==> config.mk <==
export PLATFORM = sky130hd
export DESIGN_NAME = countdown_timer
export DESIGN_NICKNAME = d
export VERILOG_FILES = /design/src/rtl/countdown_timer.sv
export SDC_FILE = /design/constraint.sdc
export NUM_CORES = 1
export LEC_CHECK = 0
export BUFFER_PORTS_ARGS = -buffer_cell sky130_fd_sc_hd__buf_2
export CAP_MARGIN = 20
export CELL_PAD_IN_SITES_DETAIL_PLACEMENT = 1
export CELL_PAD_IN_SITES_GLOBAL_PLACEMENT = 1
export CORE_MARGIN = 5
export CORE_UTILIZATION = 42
export DETAILED_ROUTE_END_ITERATION = 8
export PLACE_DENSITY = 0.76
export SYNTH_ARGS = -nofsm -noshare
export SYNTH_HDL_FRONTEND = slang
export SYNTH_SLANG_ARGS = --single-unit
==> constraint.sdc <==
create_clock -name clk -period 2.51 [get_ports clk]
set_clock_uncertainty 0.1 [all_clocks]
set_input_delay 0.251 -clock clk [delete_from_list [all_inputs] [get_ports clk]]
set_output_delay 0.251 -clock clk [all_outputs]
set_load 0.02 [all_outputs]
==> src/rtl/countdown_timer.sv <==
// countdown_timer: loadable down-counter with run/pause/expire control.
// A prescaler divides clk by TICK_DIV; each prescaler wrap decrements q
// while running. Reaching zero by counting pulses done and enters EXPIRED.
// Optional feature macro: COUNTDOWN_AUTO_RELOAD_EN -- on expiry the count
// is reloaded from the last loaded value and counting continues.
module countdown_timer #(
  parameter int WIDTH    = 16,
  parameter int TICK_DIV = 100000
) (
  input  logic             clk,
  input  logic             reset,
  input  logic             load,
  input  logic [WIDTH-1:0] load_value,
  input  logic             start,
  input  logic             pause,
  output logic [WIDTH-1:0] q,
  output logic             running,
  output logic             done,
  output logic             expired
);

  typedef enum logic [1:0] {IDLE, RUN, PAUSED, EXPIRED} state_t;

  // Prescaler value on which the tick occurs.
  localparam logic [23:0] TICK_LAST = 24'(TICK_DIV - 1);

  state_t           state, state_next;
  logic [WIDTH-1:0] q_next;
  logic [23:0]      presc, presc_next;
  logic             running_next, done_next, expired_next;

  // Value restored on expiry, and whether restoring is allowed at all.
  logic [WIDTH-1:0] reload_value;
  logic             reload_ok;

`ifdef COUNTDOWN_AUTO_RELOAD_EN
  logic [WIDTH-1:0] reload;

  // Reload register: remembers the last loaded preset.
  always_ff @(posedge clk) begin
    if (reset) begin
      reload <= '0;
    end else if (load) begin
      reload <= load_value;
    end
  end

  assign reload_value = reload;
  assign reload_ok    = (reload != '0);
`else
  assign reload_value = '0;
  assign reload_ok    = 1'b0;
`endif

  // Next-state, count and prescaler logic; load beats start beats pause.
  always_comb begin
    state_next = state;
    q_next     = q;
    presc_next = presc;
    done_next  = 1'b0;

    if (load) begin
      q_next     = load_value;
      presc_next = '0;
      state_next = IDLE;
    end else begin
      case (state)
        IDLE, PAUSED: begin
          if (start && (q != '0)) begin
            state_next = RUN;
          end
        end
        RUN: begin
          if (presc == TICK_LAST) begin
            presc_next = '0;
            if (q <= WIDTH'(1)) begin
              done_next = 1'b1;
              if (reload_ok) begin
                q_next = reload_value;
              end else begin
                q_next     = '0;
                state_next = EXPIRED;
              end
            end else begin
              q_next = q - WIDTH'(1);
            end
          end else begin
            presc_next = presc + 24'd1;
          end
          // A pause on the tick still lets the decrement land first.
          if (pause && !start && (state_next == RUN)) begin
            state_next = PAUSED;
          end
        end
        EXPIRED: begin
          q_next     = '0;
          presc_next = '0;
        end
        default: begin
          state_next = IDLE;
        end
      endcase
    end

    running_next = (state_next == RUN);
    expired_next = (state_next == EXPIRED);
  end

  // State, count and registered status outputs.
  always_ff @(posedge clk) begin
    if (reset) begin
      state   <= IDLE;
      q       <= '0;
      presc   <= '0;
      running <= 1'b0;
      done    <= 1'b0;
      expired <= 1'b0;
    end else begin
      state   <= state_next;
      q       <= q_next;
      presc   <= presc_next;
      running <= running_next;
      done    <= done_next;
      expired <= expired_next;
    end
  end

endmodule

==> impl_metrics.py <==
metrics = {
    "floorplanning": {
        "die-height_um": 87.1,
        "dieArea_um2": 7590,
        "num_rows": 28,
        "core_region_area_um2": 5850,
        "ios": 40,
        "die_w_um": 87.1,
        "start_util": 0.427,
    },
    "layout": {
        "nFillCells": 742,
        "nets": 380,
        "syn2layout_area_growth_pct": 18.9,
        "multi_input_area_um2": 1520,
        "drive_gt1_frac": 0.202,
        "final_util": 0.508,
        "diodes": 0,
        "seq_area_um2": 901,
    },
    "timing": {
        "min_period_ns": 2.37,
        "hold_viol_final": 0,
        "finalMaxSlewViolations": 0,
        "finalCritPeriodShare": 0.943,
        "tns_ns": 0,
        "max_freq_mhz": 423,
        "grt_setup_unrepaired": "no",
        "setup_violations": 0,
        "maxSlewHeadroom": 0.519,
        "tightest_slew_ns": 0.711,
    },
    "worst_setup_path": {
        "cp.required_ns": 2.63,
        "r2r_start": "presc[0]$_SDFFE_PP0P_",
        "r2r_setup_slack_ns": 0.14,
        "reg2reg_depth": 7,
        "timing.rr.end": "q[5]$_SDFFE_PP0P_",
        "slowest_delay_ns": 0.45,
        "end_kind": "flop",
        "crit_family": "compound AO/OA/AOI/OAI gates",
        "critPathBufInv": 1,
        "crit_type": "reg2reg",
        "path_cells": "ha_1 > and4_1 > nand4_1 > a2111oi_0 > buf_4 > a21oi_1 > o221ai_1",
        "worstPathArrival_ns": 2.49,
        "critPathMaxFanout": 6,
        "critPathLaunchType": "flop",
        "critPathSlowestCell": "a2111oi_0",
    },
    "clocking": {
        "cts_resized": 0,
        "clockBufferDepth": 2,
        "path_clk_slew_ns": 0.09,
        "clk_latency_ns": 0.30,
        "cts_tree": "yes",
        "cts_hold_buffers": 0,
        "numCtsBuffers": 5,
        "clock_sinks": 45,
        "ctsHtreeMaxLevel": 2,
        "post_cts_buffers": 0,
        "cts-root-buf": "clkbuf_8",
    },
    "yosys": {
        "avgSynthCellArea_um2": 8.19,
        "synth_top_family_by_area": "simple AND/OR/NAND/NOR gates",
        "synth-seq-cells": 45,
        "synthXorXnorAreaFrac": 0.0631,
        "synth_edf_count": 0,
        "synth_simple_gate_area_frac": 0.342,
        "synthesis.area_um2": 2500,
        "yosysWarnings": 0,
        "synth-compound-area-share": 0.181,
        "synth_top_flop_cell": "dfxtp_1",
        "synth_mux_area_frac": 0,
        "ys_types": 56,
        "synthAdderAreaFrac": 0.0200,
        "netlist_instances": 305,
        "syn_nets": 330,
        "synth-async-reset-ratio": 0,
        "synth-seq-area-share": 0.361,
    },
    "power": {
        "p_switching_mw": 0.410,
        "sw_frac_of_total": 0.252,
        "total_power_mw": 1.63,
        "pwr_density_cell_nw_per_um2": 548,
        "max-vdd-ir-drop_uv": 228,
        "leakagePower_nw": 1.11,
        "seq_power_share": 0.468,
        "p_int_mw": 1.22,
        "clock_power_share": 0.400,
        "combPwrFrac": 0.133,
    },
    "routing": {
        "routedWlPerCell_um": 17.3,
        "postRouteAntennaNets": 0,
        "drc": 0,
        "via_per_inst": 5.79,
        "vias": 2494,
        "drt_iter0_drc": 127,
        "drt_wl_total_um": 7450,
        "dr.pass1.iters": 4,
    },
    "global_route": {
        "grt_max_degree": 16,
        "overflow": 0,
        "grt_pass1_wl_um": 12400,
        "track_usage": 0.205,
        "antenna_found_initial": 0,
        "grt_pass1_vias": 2461,
    },
    "run_status": {
        "outcome": "complete, no violations",
    },
    "min_path": {
        "min_path_cells": 2,
        "hold_end": "q[6]$_SDFFE_PP0P_",
        "hp-start": "reset",
        "hp-class": "in2reg",
    },
    "run": {
        "cap_violations": 0,
    },
    "placed_design": {
        "routabilityCongestion": 0.860,
        "port_buffers": 39,
        "place_hpwl_um": 5540,
    },
}
==> logic make-up (layout without fill, tap and decap cells) <==
group / Yosys count / after routing
xor gates and xnor gates: 18 / 18
buffers and inverters: 18 / 69
DFF: 45 / 45
adders and majority gates: 4 / 4
AOI/OAI and AO/OA: 64 / 64
and+or+nand+nor: 156 / 156
==> worst max-delay path by stage <==
stage                     slack [ns]                 end  depth (start not counted)                   from
after floorplan                 0.30   q[5]$_SDFFE_PP0P_                          6      q[0]$_SDFFE_PP0P_
after global placement          0.26  q[14]$_SDFFE_PP0P_                          5      q[8]$_SDFFE_PP0P_
after detailed placement        0.12   q[9]$_SDFFE_PP0P_                          5      q[8]$_SDFFE_PP0P_
after CTS                       0.15   q[5]$_SDFFE_PP0P_                          7  presc[0]$_SDFFE_PP0P_
after global routing           0.004   q[5]$_SDFFE_PP0P_                          7  presc[0]$_SDFFE_PP0P_
final                           0.14   q[5]$_SDFFE_PP0P_                          7  presc[0]$_SDFFE_PP0P_
==> cell usage after synthesis, types with 6 or more instances <==
cell type | number | area (um^2)
xnor2_1 | 13 | 114
a21oi_1 | 19 | 95.1
nor3_1 | 11 | 55.1
nand2_1 | 33 | 124
nand3_1 | 17 | 85.1
o21ai_0 | 9 | 45.0
inv_1 | 9 | 33.8
nand2b_1 | 8 | 50.1
a221o_1 | 6 | 60.1
nand4_1 | 6 | 37.5
nor4_1 | 11 | 68.8
nor2_1 | 29 | 109
and3_1 | 7 | 43.8
dfxtp_1 | 45 | 901
==> flip-flops by register name, summed over array words and instances (netlist names) <==
signal and count:
presc 24, q 16, state 2, done 1, expired 1, running 1
==> cell usage in the layout (no fill, tap or decap), types with 3 or more instances in the layout <==
cell,count
xor2_1,5
nand2_1,33
ha_1,4
nand4b_1,3
clkbuf_8,5
nand4_1,6
nand3_1,17
a22oi_1,4
or4_1,4
a21oi_1,19
nor2b_1,3
dfxtp_1,45
nor4_1,10
nor2_1,29
o31ai_1,3
buf_4,12
inv_1,9
nor3_1,11
and3_1,7
a221o_1,6
or2_2,3
buf_2,39
and4_1,3
nand2b_1,8
xnor2_1,13
o21ai_0,9
or3_1,3
and2_1,5
==> metrics by stage <==
step / hold WS (ns) / instance area [um^2] / worst slack (ns) / cells
after floorplan: 0.220 / 2500 / 0.300 / 305
after global placement: 0.351 / 2830 / 0.255 / 423
after detailed placement: 0.355 / 2830 / 0.125 / 423
after CTS: 0.0273 / 2970 / 0.149 / 431
after global routing: 0.0117 / 2970 / 0.00415 / 431
final: 0.0299 / 2970 / 0.144 / 431
==> power by group through the flow <==
stage | sequential [mW] | clock [mW] | combinational [mW]
finish | 0.761 | 0.651 | 0.216
global route | 0.766 | 0.705 | 0.239
CTS | 0.761 | 0.665 | 0.216
global placement | 0.776 | 0 | 0.209
detailed placement | 0.777 | 0 | 0.214
floorplan | 0.790 | 0 | 0.116
==> area by class of cell <==
| class | count | area share |
|---|---|---|
| timing repair buffer | 51 | 0.0960 |
| clock buffer | 5 | 0.0232 |
| sequential | 45 | 0.303 |
| clock inverter | 3 | 0.0219 |
| multi-input combinational | 242 | 0.512 |
| tap | 75 | 0.0316 |
| inverter | 10 | 0.0126 |
==> metal layers <==
metal	global-route usage	up-vias	routed length, um
met3	0.0397	13	392
met1	0.277	1199	3410
li1	-	1223	-
met5	0	-	0
met4	0.0614	0	133
met2	0.331	59	3520
(Power assumes the default switching activity.)
